## config.mk

```make
export PLATFORM = sky130hd
export DESIGN_NAME = seq_reduce_unit_flat
export DESIGN_NICKNAME = d
export VERILOG_FILES = /design/src/rtl/seq_reduce_unit_pkg.sv /design/src/rtl/seq_reduce_unit_if.sv /design/src/rtl/seq_reduce_unit_lane.sv /design/src/rtl/seq_reduce_unit.sv /design/src/flat_wrapper.sv
export SDC_FILE = /design/constraint.sdc
export NUM_CORES = 1
export LEC_CHECK = 0
export CAP_MARGIN = 30
export CORE_MARGIN = 5
export CORE_UTILIZATION = 45
export CTS_BUF_LIST = sky130_fd_sc_hd__clkbuf_8
export CTS_CLUSTER_DIAMETER = 50
export CTS_CLUSTER_SIZE = 14
export DETAILED_ROUTE_END_ITERATION = 8
export PLACE_DENSITY = 0.77
export SKIP_CTS_REPAIR_TIMING = 1
export SYNTH_ARGS = -nofsm -noshare
export SYNTH_HDL_FRONTEND = slang
export SYNTH_SLANG_ARGS = --single-unit
export TNS_END_PERCENT = 5
```

## constraint.sdc

```tcl
create_clock -name clk -period 2.7 [get_ports clk]
set_input_delay 0.27 -clock clk [delete_from_list [all_inputs] [get_ports clk]]
set_output_delay 0.27 -clock clk [all_outputs]
set_load 0.005 [all_outputs]
```

## src/rtl/seq_reduce_unit_pkg.sv

```systemverilog
`default_nettype none
// +--------------------------------------------------------------------+
// | Module   : reduce_pkg                                               |
// | Purpose  : Shared op codes, FSM state type and op-decoding helpers  |
// |            for the sequential reduction unit.                       |
// | Contents : OP_AND..OP_XNOR, state_t, base_t, identity(),            |
// |            base_op(), is_inverted(), is_reserved()                  |
// | Revision : 1.0  initial release                                     |
// +--------------------------------------------------------------------+
package reduce_pkg;

   localparam logic [2:0] OP_AND  = 3'd0;
   localparam logic [2:0] OP_OR   = 3'd1;
   localparam logic [2:0] OP_XOR  = 3'd2;
   localparam logic [2:0] OP_NAND = 3'd3;
   localparam logic [2:0] OP_NOR  = 3'd4;
   localparam logic [2:0] OP_XNOR = 3'd5;

   typedef enum logic [1:0] {
      IDLE = 2'd0,
      RUN  = 2'd1,
      DONE = 2'd2
   } state_t;

   // Primitive fold operator; the complemented ops share their base and
   // only differ in the final inversion.
   typedef enum logic [1:0] {
      BASE_AND = 2'd0,
      BASE_OR  = 2'd1,
      BASE_XOR = 2'd2
   } base_t;

   function automatic logic is_reserved(input logic [2:0] op);
      return (op > OP_XNOR);
   endfunction

   // Starting accumulator value: 1 for AND-type, 0 for everything else
   // (reserved codes included, their result is forced to 0 anyway).
   function automatic logic identity(input logic [2:0] op);
      return (op == OP_AND) || (op == OP_NAND);
   endfunction

   function automatic base_t base_op(input logic [2:0] op);
      base_t b;
      case (op)
         OP_AND, OP_NAND: b = BASE_AND;
         OP_XOR, OP_XNOR: b = BASE_XOR;
         default:         b = BASE_OR;
      endcase
      return b;
   endfunction

   function automatic logic is_inverted(input logic [2:0] op);
      return (op == OP_NAND) || (op == OP_NOR) || (op == OP_XNOR);
   endfunction

endpackage
`default_nettype wire

```

## src/rtl/seq_reduce_unit_if.sv

```systemverilog
`default_nettype none
// +--------------------------------------------------------------------+
// | Module   : seq_reduce_unit_if                                       |
// | Purpose  : Operand-in / result-out handshake bundle.                |
// | Ports    : in_valid/in_ready/in_data/in_op  (operand side)          |
// |            out_valid/out_ready/out_data/out_err (result side)       |
// |            master = producer/consumer, slave = reduction unit       |
// | Revision : 1.0  initial release                                     |
// +--------------------------------------------------------------------+
interface seq_reduce_unit_if #(
   parameter int WIDTH = 16
);
   logic             in_valid;
   logic             in_ready;
   logic [WIDTH-1:0] in_data;
   logic [2:0]       in_op;
   logic             out_valid;
   logic             out_ready;
   logic             out_data;
   logic             out_err;

   modport master (
      output in_valid, in_data, in_op, out_ready,
      input  in_ready, out_valid, out_data, out_err
   );

   modport slave (
      input  in_valid, in_data, in_op, out_ready,
      output in_ready, out_valid, out_data, out_err
   );
endinterface
`default_nettype wire

```

## src/rtl/seq_reduce_unit_lane.sv

```systemverilog
`default_nettype none
// +--------------------------------------------------------------------+
// | Module   : reduce_lane                                              |
// | Purpose  : Folds one LANE-bit chunk into the accumulator bit.       |
// | Ports    : chunk    in  LANE  bits to fold                          |
// |            acc      in  1     current accumulator                   |
// |            base     in  2     fold operator (AND/OR/XOR)            |
// |            acc_next out 1     updated accumulator                   |
// | Revision : 1.0  initial release                                     |
// +--------------------------------------------------------------------+
module reduce_lane
   import reduce_pkg::*;
#(
   parameter int LANE = 4
) (
   input  wire logic [LANE-1:0] chunk,
   input  wire logic            acc,
   input  wire base_t           base,
   output logic                 acc_next
);

   always_comb begin
      acc_next = acc;
      case (base)
         BASE_AND: acc_next = acc & (&chunk);
         BASE_OR:  acc_next = acc | (|chunk);
         BASE_XOR: acc_next = acc ^ (^chunk);
         default:  acc_next = acc;
      endcase
   end

endmodule
`default_nettype wire

```

## src/rtl/seq_reduce_unit.sv

```systemverilog
`default_nettype none
// +--------------------------------------------------------------------+
// | Module   : seq_reduce_unit                                          |
// | Purpose  : Multi-cycle bitwise reduction (AND/OR/XOR and their      |
// |            complements) of a WIDTH-bit operand, LANE bits/cycle.    |
// | Ports    : clk    in  clock                                         |
// |            rst_n  in  synchronous active-low reset                  |
// |            bus    slave modport of seq_reduce_unit_if               |
// | Revision : 1.0  initial release                                     |
// +--------------------------------------------------------------------+
module seq_reduce_unit
   import reduce_pkg::*;
#(
   parameter int WIDTH = 16,
   parameter int LANE  = 4
) (
   input wire logic          clk,
   input wire logic          rst_n,
   seq_reduce_unit_if.slave  bus
);

   localparam int CHUNKS = WIDTH / LANE;
   localparam int CW     = (CHUNKS > 1) ? $clog2(CHUNKS) : 1;
   localparam logic [CW-1:0] c_last = CW'(CHUNKS - 1);

   state_t           r_state;
   state_t           w_next_state;
   logic [WIDTH-1:0] r_shift;
   logic [CW-1:0]    r_cnt;
   logic [2:0]       r_op;
   logic             r_acc;
   logic             r_out_valid;
   logic             r_out_data;
   logic             r_out_err;

   logic             w_acc_next;
   logic             w_last;
   base_t            w_base;

   assign w_base = base_op(r_op);
   assign w_last = (r_cnt == c_last);

   reduce_lane #(
      .LANE (LANE)
   ) u_lane (
      .chunk    (r_shift[LANE-1:0]),
      .acc      (r_acc),
      .base     (w_base),
      .acc_next (w_acc_next)
   );

   // Next-state decode
   always_comb begin
      w_next_state = r_state;
      case (r_state)
         IDLE:    if (bus.in_valid) w_next_state = RUN;
         RUN:     if (w_last)       w_next_state = DONE;
         DONE:    if (bus.out_ready) w_next_state = IDLE;
         default: w_next_state = IDLE;
      endcase
   end

   // State register plus datapath; the output registers are loaded on the
   // final fold so the result is valid on the same edge that enters DONE.
   always_ff @(posedge clk) begin
      if (!rst_n) begin
         r_state     <= IDLE;
         r_shift     <= '0;
         r_cnt       <= '0;
         r_op        <= '0;
         r_acc       <= 1'b0;
         r_out_valid <= 1'b0;
         r_out_data  <= 1'b0;
         r_out_err   <= 1'b0;
      end else begin
         r_state <= w_next_state;
         case (r_state)
            IDLE: begin
               if (bus.in_valid) begin
                  r_shift <= bus.in_data;
                  r_op    <= bus.in_op;
                  r_acc   <= identity(bus.in_op);
                  r_cnt   <= '0;
               end
            end
            RUN: begin
               r_acc   <= w_acc_next;
               r_shift <= r_shift >> LANE;
               if (w_last) begin
                  r_out_valid <= 1'b1;
                  r_out_err   <= is_reserved(r_op);
                  r_out_data  <= is_reserved(r_op) ? 1'b0
                                                   : (w_acc_next ^ is_inverted(r_op));
               end else begin
                  // Held at the terminal value so the counter never wraps.
                  r_cnt <= r_cnt + CW'(1);
               end
            end
            DONE: begin
               if (bus.out_ready) r_out_valid <= 1'b0;
            end
            default: ;
         endcase
      end
   end

   assign bus.in_ready  = (r_state == IDLE);
   assign bus.out_valid = r_out_valid;
   assign bus.out_data  = r_out_data;
   assign bus.out_err   = r_out_err;

endmodule
`default_nettype wire

```

## src/flat_wrapper.sv

```systemverilog
// flat-port wrapper written by rule: the top's interface ports become plain ports
module seq_reduce_unit_flat import reduce_pkg::*;
#(
   parameter int WIDTH = 16,
   parameter int LANE  = 4
)
  (clk, rst_n, bus_in_valid, bus_in_data, bus_in_op, bus_out_ready, bus_in_ready, bus_out_valid, bus_out_data, bus_out_err);
  seq_reduce_unit_if #(.WIDTH(WIDTH)) bus_i ();
  input wire logic clk;
  input wire logic rst_n;
  input wire logic [$bits(bus_i.in_valid)-1:0] bus_in_valid;
  input wire logic [$bits(bus_i.in_data)-1:0] bus_in_data;
  input wire logic [$bits(bus_i.in_op)-1:0] bus_in_op;
  input wire logic [$bits(bus_i.out_ready)-1:0] bus_out_ready;
  output wire logic [$bits(bus_i.in_ready)-1:0] bus_in_ready;
  output wire logic [$bits(bus_i.out_valid)-1:0] bus_out_valid;
  output wire logic [$bits(bus_i.out_data)-1:0] bus_out_data;
  output wire logic [$bits(bus_i.out_err)-1:0] bus_out_err;
  assign bus_i.in_valid = bus_in_valid;
  assign bus_i.in_data = bus_in_data;
  assign bus_i.in_op = bus_in_op;
  assign bus_i.out_ready = bus_out_ready;
  assign bus_in_ready = bus_i.in_ready;
  assign bus_out_valid = bus_i.out_valid;
  assign bus_out_data = bus_i.out_data;
  assign bus_out_err = bus_i.out_err;
  seq_reduce_unit #(.WIDTH(WIDTH), .LANE(LANE)) u_core (.clk(clk), .rst_n(rst_n), .bus(bus_i));
endmodule
```

==> results.sh, run 1 <==
export IMPL_clockBufferDepth=2
export IMPL_synth_area_leaders="dfxtp_1, nor2_1, a311oi_1, nand2_1, ha_1"
export IMPL_grt_pass1_wl_mm=4.71
export IMPL_overflow=0
export IMPL_start_util_pct=46.3
export IMPL_grt_max_degree=27
export IMPL_ir_drop_mv=0.287
export IMPL_dp_hpwl_mm=2.07
export IMPL_cp_arrival_ps=1920
export IMPL_syn_to_final_growth_pct=21.3
export IMPL_placed_cells=229
export IMPL_layout_drive_gt1_share_pct=6.88
export IMPL_fin_skew_ps=2.64
export IMPL_die_h_um=65.8
export IMPL_seqPwrFrac_pct=52.4
export IMPL_timing_fmax_mhz=567
export IMPL_h_tree_depth=1
export IMPL_routed_wl_mm=2.79
export IMPL_slew_viol_final=0
export IMPL_post_synth_top_count_cell="nor2_1"
export IMPL_period_needed_ps=1760
export IMPL_max_cap_violations=0
export IMPL_outcome="complete, no violations"
export IMPL_yosysTopAreaCellShare_pct=38.5
export IMPL_fp_row_count=20
export IMPL_ys_warnings_count=0
export IMPL_fin_nets=218
export IMPL_route_antenna_remaining_nets=0
export IMPL_synth_cell_types=40
export IMPL_drt_iter0_drc=48
export IMPL_die_area_mm2=0.00433
export IMPL_setup_tns_ps=0
export IMPL_vias=1198
export IMPL_rsz0062_at_grt="no"
export IMPL_avgSynthCellArea_um2=8.30
export IMPL_clockPowerShare_pct=26.7
export IMPL_antenna_cells=0
export IMPL_drcViolationCount=0
export IMPL_clk_latency_ps=270
export IMPL_cts_tree="built"
export IMPL_first_pass_iters=4
export IMPL_relSlewSlack_pct=49.6
export IMPL_die_width_um=65.8
export IMPL_grt_usage_pct=13.7
export IMPL_finalNonFillerCells=233
export IMPL_comb_power_share_pct=20.9
export IMPL_intPower_uw=621
export IMPL_routabilityCongestion=0.949
export IMPL_synth_edf_count=0
export IMPL_swShare_pct=27.5
export IMPL_p_leak_nw=0.676
export IMPL_synth_top_area_cell="dfxtp_1"
export IMPL_ys_flop_type="dfxtp_1"
export IMPL_path_class="reg -> reg"
export IMPL_synth_seq_cells=27
export IMPL_io_pins=27
export IMPL_drt_vias_per_instance=5.14
export IMPL_start_kind="flip-flop"
export IMPL_endpoint_kind="flip-flop"
export IMPL_core_mm2=0.00303
export IMPL_netlist_area_mm2=0.00140
export IMPL_routedWlPerCell_um=12.0
export IMPL_tightest_slew_ps=755
export IMPL_clock_sinks=27
export IMPL_portBuffers=26
export IMPL_p_per_area_mw_per_mm2=504
export IMPL_ctsRootBufferMaster="clkbuf_8"
export IMPL_syn_instance_count=169
export IMPL_p_switching_uw=236
export IMPL_hp_class="reg -> reg"
export IMPL_timing_final_crit_share_pct=65.3
export IMPL_cp_required_ps=2860
export IMPL_yosys_top_cells_count="nor2_1, dfxtp_1, nand2_1"
export IMPL_antenna_found_initial=0
export IMPL_seq_area_frac_synth_pct=38.5
export IMPL_grt_pass1_vias=1101
export IMPL_hold_violations=0
export IMPL_cts_buffers=3
export IMPL_crit_path_max_fanout=4
export IMPL_path_clk_slew_ps=90
export IMPL_syn_nets=197
export IMPL_setup_viol=0
export IMPL_synthArstFlopShare_pct=0
==> per-stage QoR <==
| stage | area, um2 | hold slack (ps) | setup WS [ps] | power [mW] | utilization [%] |
|---|---|---|---|---|---|
| finish | 1700 | 478 | 937 | 0.857 | 56.2 |
| global route | 1700 | 502 | 763 | 0.910 | 56.2 |
| CTS | 1700 | 480 | 947 | 0.864 | 56.2 |
| detailed placement | 1660 | 467 | 967 | 0.638 | 54.7 |
| global placement | 1660 | 455 | 1050 | 0.631 | 54.7 |
| floorplan | 1400 | 408 | 1090 | 0.580 | - |
==> routing by layer <==
metal	wire length [um]	part of all wire, %	up-vias	global-route usage (%)
met1	1280	46	535	17.6
met2	1330	48	31	22.4
li1	-	-	627	-
met3	152	5.4	5	4.08
met4	25	0.90	0	3.11
met5	0	0	-	0
==> critical path: stages, from the launching register on <==
cell and delay, ps:
dfxtp_1 370, inv_1 50, ha_1 300, xor3_2 430, a21oi_1 180, a211oi_2 60, a21oi_1 180, a21oi_1 90
==> cells in the final DEF (no fill, tap or decap), types with 2 or more instances in the layout <==
cell type	instances
o211ai_1	2
nand3_1	2
dfxtp_1	27
nor2_1	31
a22oi_1	5
clkbuf_8	3
nor3_1	2
nand2b_1	4
buf_4	2
a21oi_1	8
ha_1	5
o21ai_0	2
clkdlybuf4s50_1	26
mux2i_1	3
nand2_1	26
xor2_1	2
inv_1	5
a311oi_1	12
==> worst paths after layout <==
kind                     start           endpoint  slack, ps  cells past startpoint
max reg2reg  u_core.r_shift[0]       u_core.r_acc        940                      7
max          u_core.r_shift[0]       u_core.r_acc        940                      7
min          u_core.r_shift[9]  u_core.r_shift[5]        480                      2
min reg2reg  u_core.r_shift[9]  u_core.r_shift[5]        480                      2
==> state kept, by name (all words and copies together), names as in the netlist <==
name / count
u_core.bus.out_data: 1
u_core.bus.out_err: 1
u_core.bus.out_valid: 1
u_core.r_acc: 1
u_core.r_cnt: 2
u_core.r_op: 3
u_core.r_shift: 16
u_core.r_state: 2
==> cells by family (layout without fill, tap and decap cells) <==
family | after synthesis | count (layout) | synth area share [%]
fa+ha+maj | 5 | 5 | 4.46
xor+xnor | 4 | 4 | 3.66
mux | 3 | 3 | 2.14
compound gates | 36 | 36 | 19.2
simple gates | 77 | 77 | 25.2
buf+inv | 17 | 37 | 6.87
flops | 27 | 27 | 38.5
==> power groups by stage <==
stage	Clock [mW]	Combinational (mW)	Sequential, mW
2_1_floorplan	0	0.132	0.448
3_3_place_gp	0	0.174	0.456
3_5_place_dp	0	0.179	0.458
4_1_cts	0.235	0.180	0.449
5_1_grt	0.255	0.202	0.453
6_report	0.229	0.179	0.449
==> final cells by class <==
type	instances	area [um2]
fillers	290	1330
multi-input cells	125	766
flip-flops and latches	27	541
repair buffers	28	275
well taps	44	55.1
clock buffers	3	41.3
inverters	5	18.8
clock inverters	1	5.00
Power figures use the tool's default switching activity.
==> run 2, diff against run 1 <==
--- a/config.mk
+++ b/config.mk
@@ -12,7 +12,7 @@
 export CTS_CLUSTER_DIAMETER = 50
 export CTS_CLUSTER_SIZE = 14
 export DETAILED_ROUTE_END_ITERATION = 8
-export PLACE_DENSITY = 0.77
+export PLACE_DENSITY = 0.8
 export SKIP_CTS_REPAIR_TIMING = 1
 export SYNTH_ARGS = -nofsm -noshare
 export SYNTH_HDL_FRONTEND = slang
==> constraint.sdc (replaced) <==
create_clock -name clk -period 1.6 [get_ports clk]
set_input_delay 0.16 -clock clk [delete_from_list [all_inputs] [get_ports clk]]
set_output_delay 0.16 -clock clk [all_outputs]
set_load 0.005 [all_outputs]
==> run 2 against run 1 <==
The run now ends with setup timing left; critical path type unchanged; register-to-register slack got worse by 1000 ps; power increased by 76%; combinational power is 99% higher; sequential power grew 69%; cell count up 4.7%; utilization up 4.2 points; routed wire length up 7.0%.
==> results.sh, run 2 (synthesis results as in run 1) <==
export IMPL_violations="setup timing"
export IMPL_timing_final_crit_share_pct=105
export IMPL_path_cells="inv_2, ha_4, xor3_2, o21ai_2, a211o_1, a31oi_1, a21o_1"
export IMPL_path_clk_slew_ps=100
export IMPL_core_mm2=0.00303
export IMPL_worst_slack_ps=-77.8
export IMPL_largest_register="u_core.r_shift"
export IMPL_rsz0062_at_grt="yes"
export IMPL_grt_max_degree=27
export IMPL_vias=1251
export IMPL_ir_drop_mv=0.463
export IMPL_antenna_found_initial=0
export IMPL_drcViolationCount=0
export IMPL_hold_violations=0
export IMPL_drt_iter0_drc=101
export IMPL_timing_fmax_mhz=596
export IMPL_cts_tree="built"
export IMPL_h_tree_depth=1
export IMPL_antenna_cells=0
export IMPL_wl_met3_um=101
export IMPL_dp_hpwl_mm=2.20
export IMPL_routedWlPerCell_um=12.3
export IMPL_clk_latency_ps=280
export IMPL_final_common_cell="nor2_1"
export IMPL_clock_sinks=27
export IMPL_layout_common_cells="nor2_1, nand2_1, clkdlybuf4s50_1, dfxtp_1, a311oi_1"
export IMPL_routed_wl_mm=2.99
export IMPL_die_width_um=65.8
export IMPL_largest_reg_flops=16
export IMPL_grt_usage_pct=14.1
export IMPL_clockBufferDepth=2
export IMPL_drt_vias_per_instance=5.13
export IMPL_slew_viol_final=0
export IMPL_wl_met2_mm=1.45
export IMPL_p_leak_nw=0.741
export IMPL_wirelength_met1_mm=1.38
export IMPL_outcome="finished with violations"
export IMPL_overflow=0
export IMPL_grt_pass1_vias=1149
export IMPL_max_cap_violations=0
export IMPL_hold_ws_ps=448
export IMPL_worstPathBufferInverterCount=1
export IMPL_cts_buffers=3
export IMPL_io_pins=27
export IMPL_finalNonFillerCells=244
export IMPL_hp_class="in -> reg"
export IMPL_cp_slowest_cell="xor3_2"
export IMPL_fin_skew_ps=6.87
export IMPL_setup_viol=2
export IMPL_max_stage_delay_ps=420
export IMPL_crit_path_max_fanout=4
export IMPL_path_class="reg -> reg"
export IMPL_fin_nets=229
export IMPL_endpoint_kind="flip-flop"
export IMPL_die_area_mm2=0.00433
export IMPL_relSlewSlack_pct=69.1
export IMPL_period_needed_ps=1680
export IMPL_routabilityCongestion=0.775
export IMPL_finalPower_mw=1.51
export IMPL_routed_top_layer="met4"
export IMPL_syn_to_final_growth_pct=30.3
export IMPL_top_regs="u_core.r_shift (16), u_core.r_op (3)"
export IMPL_ctsRootBufferMaster="clkbuf_8"
export IMPL_final_core_util_pct=60.4
export IMPL_tightest_slew_ps=464
export IMPL_fp_row_count=20
export IMPL_p_per_area_mw_per_mm2=827
export IMPL_route_antenna_remaining_nets=0
export IMPL_die_h_um=65.8
export IMPL_cp_required_ps=1780
export IMPL_crit_family="compound AO/OA/AOI/OAI gates"
export IMPL_start_util_pct=46.3
export IMPL_grt_pass1_wl_mm=4.78
export IMPL_start_kind="flip-flop"
export IMPL_first_pass_iters=4
export IMPL_layout_drive_gt1_share_pct=14.5
export IMPL_cp_arrival_ps=1850
export IMPL_portBuffers=26
export IMPL_placed_cells=238
## run 2: worst paths after layout
path | from | to | slack, ps | cells past startpoint
hold / removal | bus_in_data[2] | u_core.r_shift[2] | 450 | 3
setup reg to reg | u_core.r_shift[1] | u_core.bus.out_data | -80 | 7
setup / recovery | u_core.r_shift[1] | u_core.bus.out_data | -80 | 7
hold reg to reg | u_core.bus.out_err | u_core.bus.out_err | 480 | 2
## run 2: stage by stage
| step | cell area [um2] | setup slack (ps) | TNS, ps |
|---|---|---|---|
| floorplan | 1400 | 5.42 | 0 |
| global placement | 1750 | -6.00 | -6.00 |
| detailed placement | 1750 | -86.1 | -153 |
| CTS | 1800 | -101 | -175 |
| global route | 1830 | -153 | -275 |
| finish | 1830 | -77.8 | -105 |
## run 2: worst min-delay path: cells and delay by family
kind,cells,cell delay [ps]
buf+inv,1,400
compound gates,1,80
simple gates,1,60
## run 2: final cells by class
cell class	count	area, um2
multi-input cells	125	778
well taps	44	55.1
flip-flops and latches	27	544
clock inverters	1	7.51
clock buffers	3	41.3
repair buffers	39	383
inverters	5	18.8
fillers	279	1200
## run 2: layer usage
layer / up-vias / track usage [%]
met5: - / 0
met4: 0 / 6.99
met3: 5 / 2.38
met2: 20 / 24.0
met1: 575 / 16.8
li1: 651 / -
## run 2: where the power goes
| part | switching (mW) | internal, mW |
|---|---|---|
| sequential | 0.0365 | 0.720 |
| combinational | 0.163 | 0.193 |
| clock | 0.221 | 0.177 |
| total | 0.421 | 1.09 |
==> run 3, diff against run 2 <==
--- a/config.mk
+++ b/config.mk
@@ -6,14 +6,17 @@
 export NUM_CORES = 1
 export LEC_CHECK = 0
 export CAP_MARGIN = 30
+export CELL_PAD_IN_SITES_DETAIL_PLACEMENT = 0
+export CELL_PAD_IN_SITES_GLOBAL_PLACEMENT = 1
 export CORE_MARGIN = 5
-export CORE_UTILIZATION = 45
+export CORE_UTILIZATION = 35
 export CTS_BUF_LIST = sky130_fd_sc_hd__clkbuf_8
 export CTS_CLUSTER_DIAMETER = 50
 export CTS_CLUSTER_SIZE = 14
 export DETAILED_ROUTE_END_ITERATION = 8
-export PLACE_DENSITY = 0.8
+export PLACE_DENSITY = 0.83
 export SKIP_CTS_REPAIR_TIMING = 1
+export SKIP_LAST_GASP = 1
 export SYNTH_ARGS = -nofsm -noshare
 export SYNTH_HDL_FRONTEND = slang
 export SYNTH_SLANG_ARGS = --single-unit
==> run 3 against run 2 <==
Routed wire length down 6.1%; power down 1.4%; clock power down 2%; design area down 0.34%; largest power group unchanged; sequential power about the same; sequential share of layout area up 0.10 points; clock skew down 0.60 ps; register-to-register slack better by 80 ps; worst setup slack better by 76 ps; die area up 24%; the run still ends with setup timing left; clock-buffer cell count unchanged; flip-flop and latch count unchanged.
==> results.sh, run 3 (synthesis results as in run 1) <==
export IMPL_largest_reg_flops=16
export IMPL_grt_pass1_wl_mm=4.77
export IMPL_outcome="finished with violations"
export IMPL_p_per_area_mw_per_mm2=818
export IMPL_hp_class="in -> reg"
export IMPL_routed_wl_mm=2.81
export IMPL_setup_tns_ps=-1.85
export IMPL_dp_hpwl_mm=2.08
export IMPL_max_cap_violations=0
export IMPL_layout_drive_gt1_share_pct=15.0
export IMPL_final_core_util_pct=46.2
export IMPL_crit_path_max_fanout=4
export IMPL_h_tree_depth=1
export IMPL_drcViolationCount=0
export IMPL_ir_drop_mv=0.400
export IMPL_start_kind="flip-flop"
export IMPL_cp_slowest_cell="xor3_2"
export IMPL_largest_register="u_core.r_shift"
export IMPL_rsz0062_at_grt="yes"
export IMPL_path_cells="inv_2, ha_4, xor3_2, o21ai_2, a211o_1, a31oi_1, a21o_1"
export IMPL_path_clk_slew_ps=100
export IMPL_clk_latency_ps=270
export IMPL_p_leak_nw=0.739
export IMPL_setup_viol=1
export IMPL_slew_viol_final=0
export IMPL_path_class="reg -> reg"
export IMPL_portBuffers=26
export IMPL_max_stage_delay_ps=420
export IMPL_clockBufferDepth=2
export IMPL_timing_final_crit_share_pct=100
export IMPL_antenna_cells=0
export IMPL_layout_common_cells="nor2_1, nand2_1, clkdlybuf4s50_1, dfxtp_1"
export IMPL_first_pass_iters=2
export IMPL_timing_rr_start="u_core.r_shift[1]"
export IMPL_io_pins=27
export IMPL_fp_row_count=23
export IMPL_finalPower_mw=1.49
export IMPL_vias=1173
export IMPL_grt_max_degree=27
export IMPL_drt_iter0_drc=46
export IMPL_overflow=0
export IMPL_tightest_slew_ps=372
export IMPL_period_needed_ps=1600
export IMPL_grt_pass1_vias=1062
export IMPL_fin_skew_ps=6.27
export IMPL_clock_sinks=27
export IMPL_top_regs="u_core.r_shift (16), u_core.r_op (3)"
export IMPL_timing_fmax_mhz=624
export IMPL_final_common_cell="nor2_1"
export IMPL_cts_tree="built"
export IMPL_syn_to_final_growth_pct=29.9
export IMPL_fin_nets=229
export IMPL_core_mm2=0.00394
export IMPL_fillers=385
export IMPL_start_util_pct=35.6
export IMPL_routabilityCongestion=0.783
export IMPL_cp_arrival_ps=1780
export IMPL_antenna_found_initial=0
export IMPL_routedWlPerCell_um=11.2
export IMPL_worst_slack_ps=-1.85
export IMPL_endpoint_kind="flip-flop"
export IMPL_hold_ws_ps=456
export IMPL_cp_required_ps=1780
export IMPL_post_place_ws_ps=-61.7
export IMPL_grt_usage_pct=11.2
export IMPL_hp_start="bus_in_data[2]"
export IMPL_die_width_um=73.3
export IMPL_violations="setup timing"
export IMPL_hold_violations=0
export IMPL_route_antenna_remaining_nets=0
export IMPL_ctsRootBufferMaster="clkbuf_8"
export IMPL_die_h_um=73.3
export IMPL_drt_vias_per_instance=4.69
export IMPL_relSlewSlack_pct=75.2
export IMPL_cts_buffers=3
export IMPL_die_area_mm2=0.00537
export IMPL_critical_path_startpoint="u_core.r_shift[1]"
run 3: cell count changes in the layout (fill, tap and decap cells not counted):
cell and delta:
buf_4 +1, buf_12 -1, clkinv_2 +1, clkinvlp_4 -1, and3b_2 +1, and3b_1 -1
run 3: layer usage:
metal  GRT usage (%)  up-vias  part of all wire, %
met5               0        -                    0
met2            16.8       14                   44
li1                -      649                    -
met1            15.5      508                   50
met3            2.74        2                  4.5
met4            4.23        0                 0.86
run 3: worst paths after layout:
check | slack, ps | cells after the start | to
worst min register to register | 470 | 2 | u_core.bus.out_err
worst max register to register | -2 | 7 | u_core.bus.out_data
worst max-delay path | -2 | 7 | u_core.bus.out_data
worst min-delay path | 460 | 3 | u_core.r_shift[2]
run 3: final cells by class:
class                      count  area [um2]  share of cell area, %
multi-input combinational    125         779                   42.8
sequential                    27         544                   29.9
timing repair buffer          39         370                   20.3
tap                           50        62.6                   3.43
clock buffer                   3        41.3                   2.27
inverter                       5        18.8                   1.03
clock inverter                 1        5.00                  0.275
run 3: stage by stage:
stage / instances / area, um2
3_5_place_dp: 245 / 1750
3_3_place_gp: 245 / 1750
5_1_grt: 250 / 1820
6_report: 250 / 1820
4_1_cts: 249 / 1800
2_1_floorplan: 169 / 1400
run 3: power breakdown:
group	internal [mW]	switching, mW	leakage, nW	total (mW)
combinational	0.186	0.158	0.490	0.344
sequential	0.720	0.0341	0.223	0.754
clock	0.174	0.217	0.0255	0.392
run 3: critical path, delay by kind of cell (launching register included):
family,cells,cell delay (ps)
flops,1,350
compound gates,4,460
buf+inv,1,50
xor+xnor,1,420
fa+ha+maj,1,230
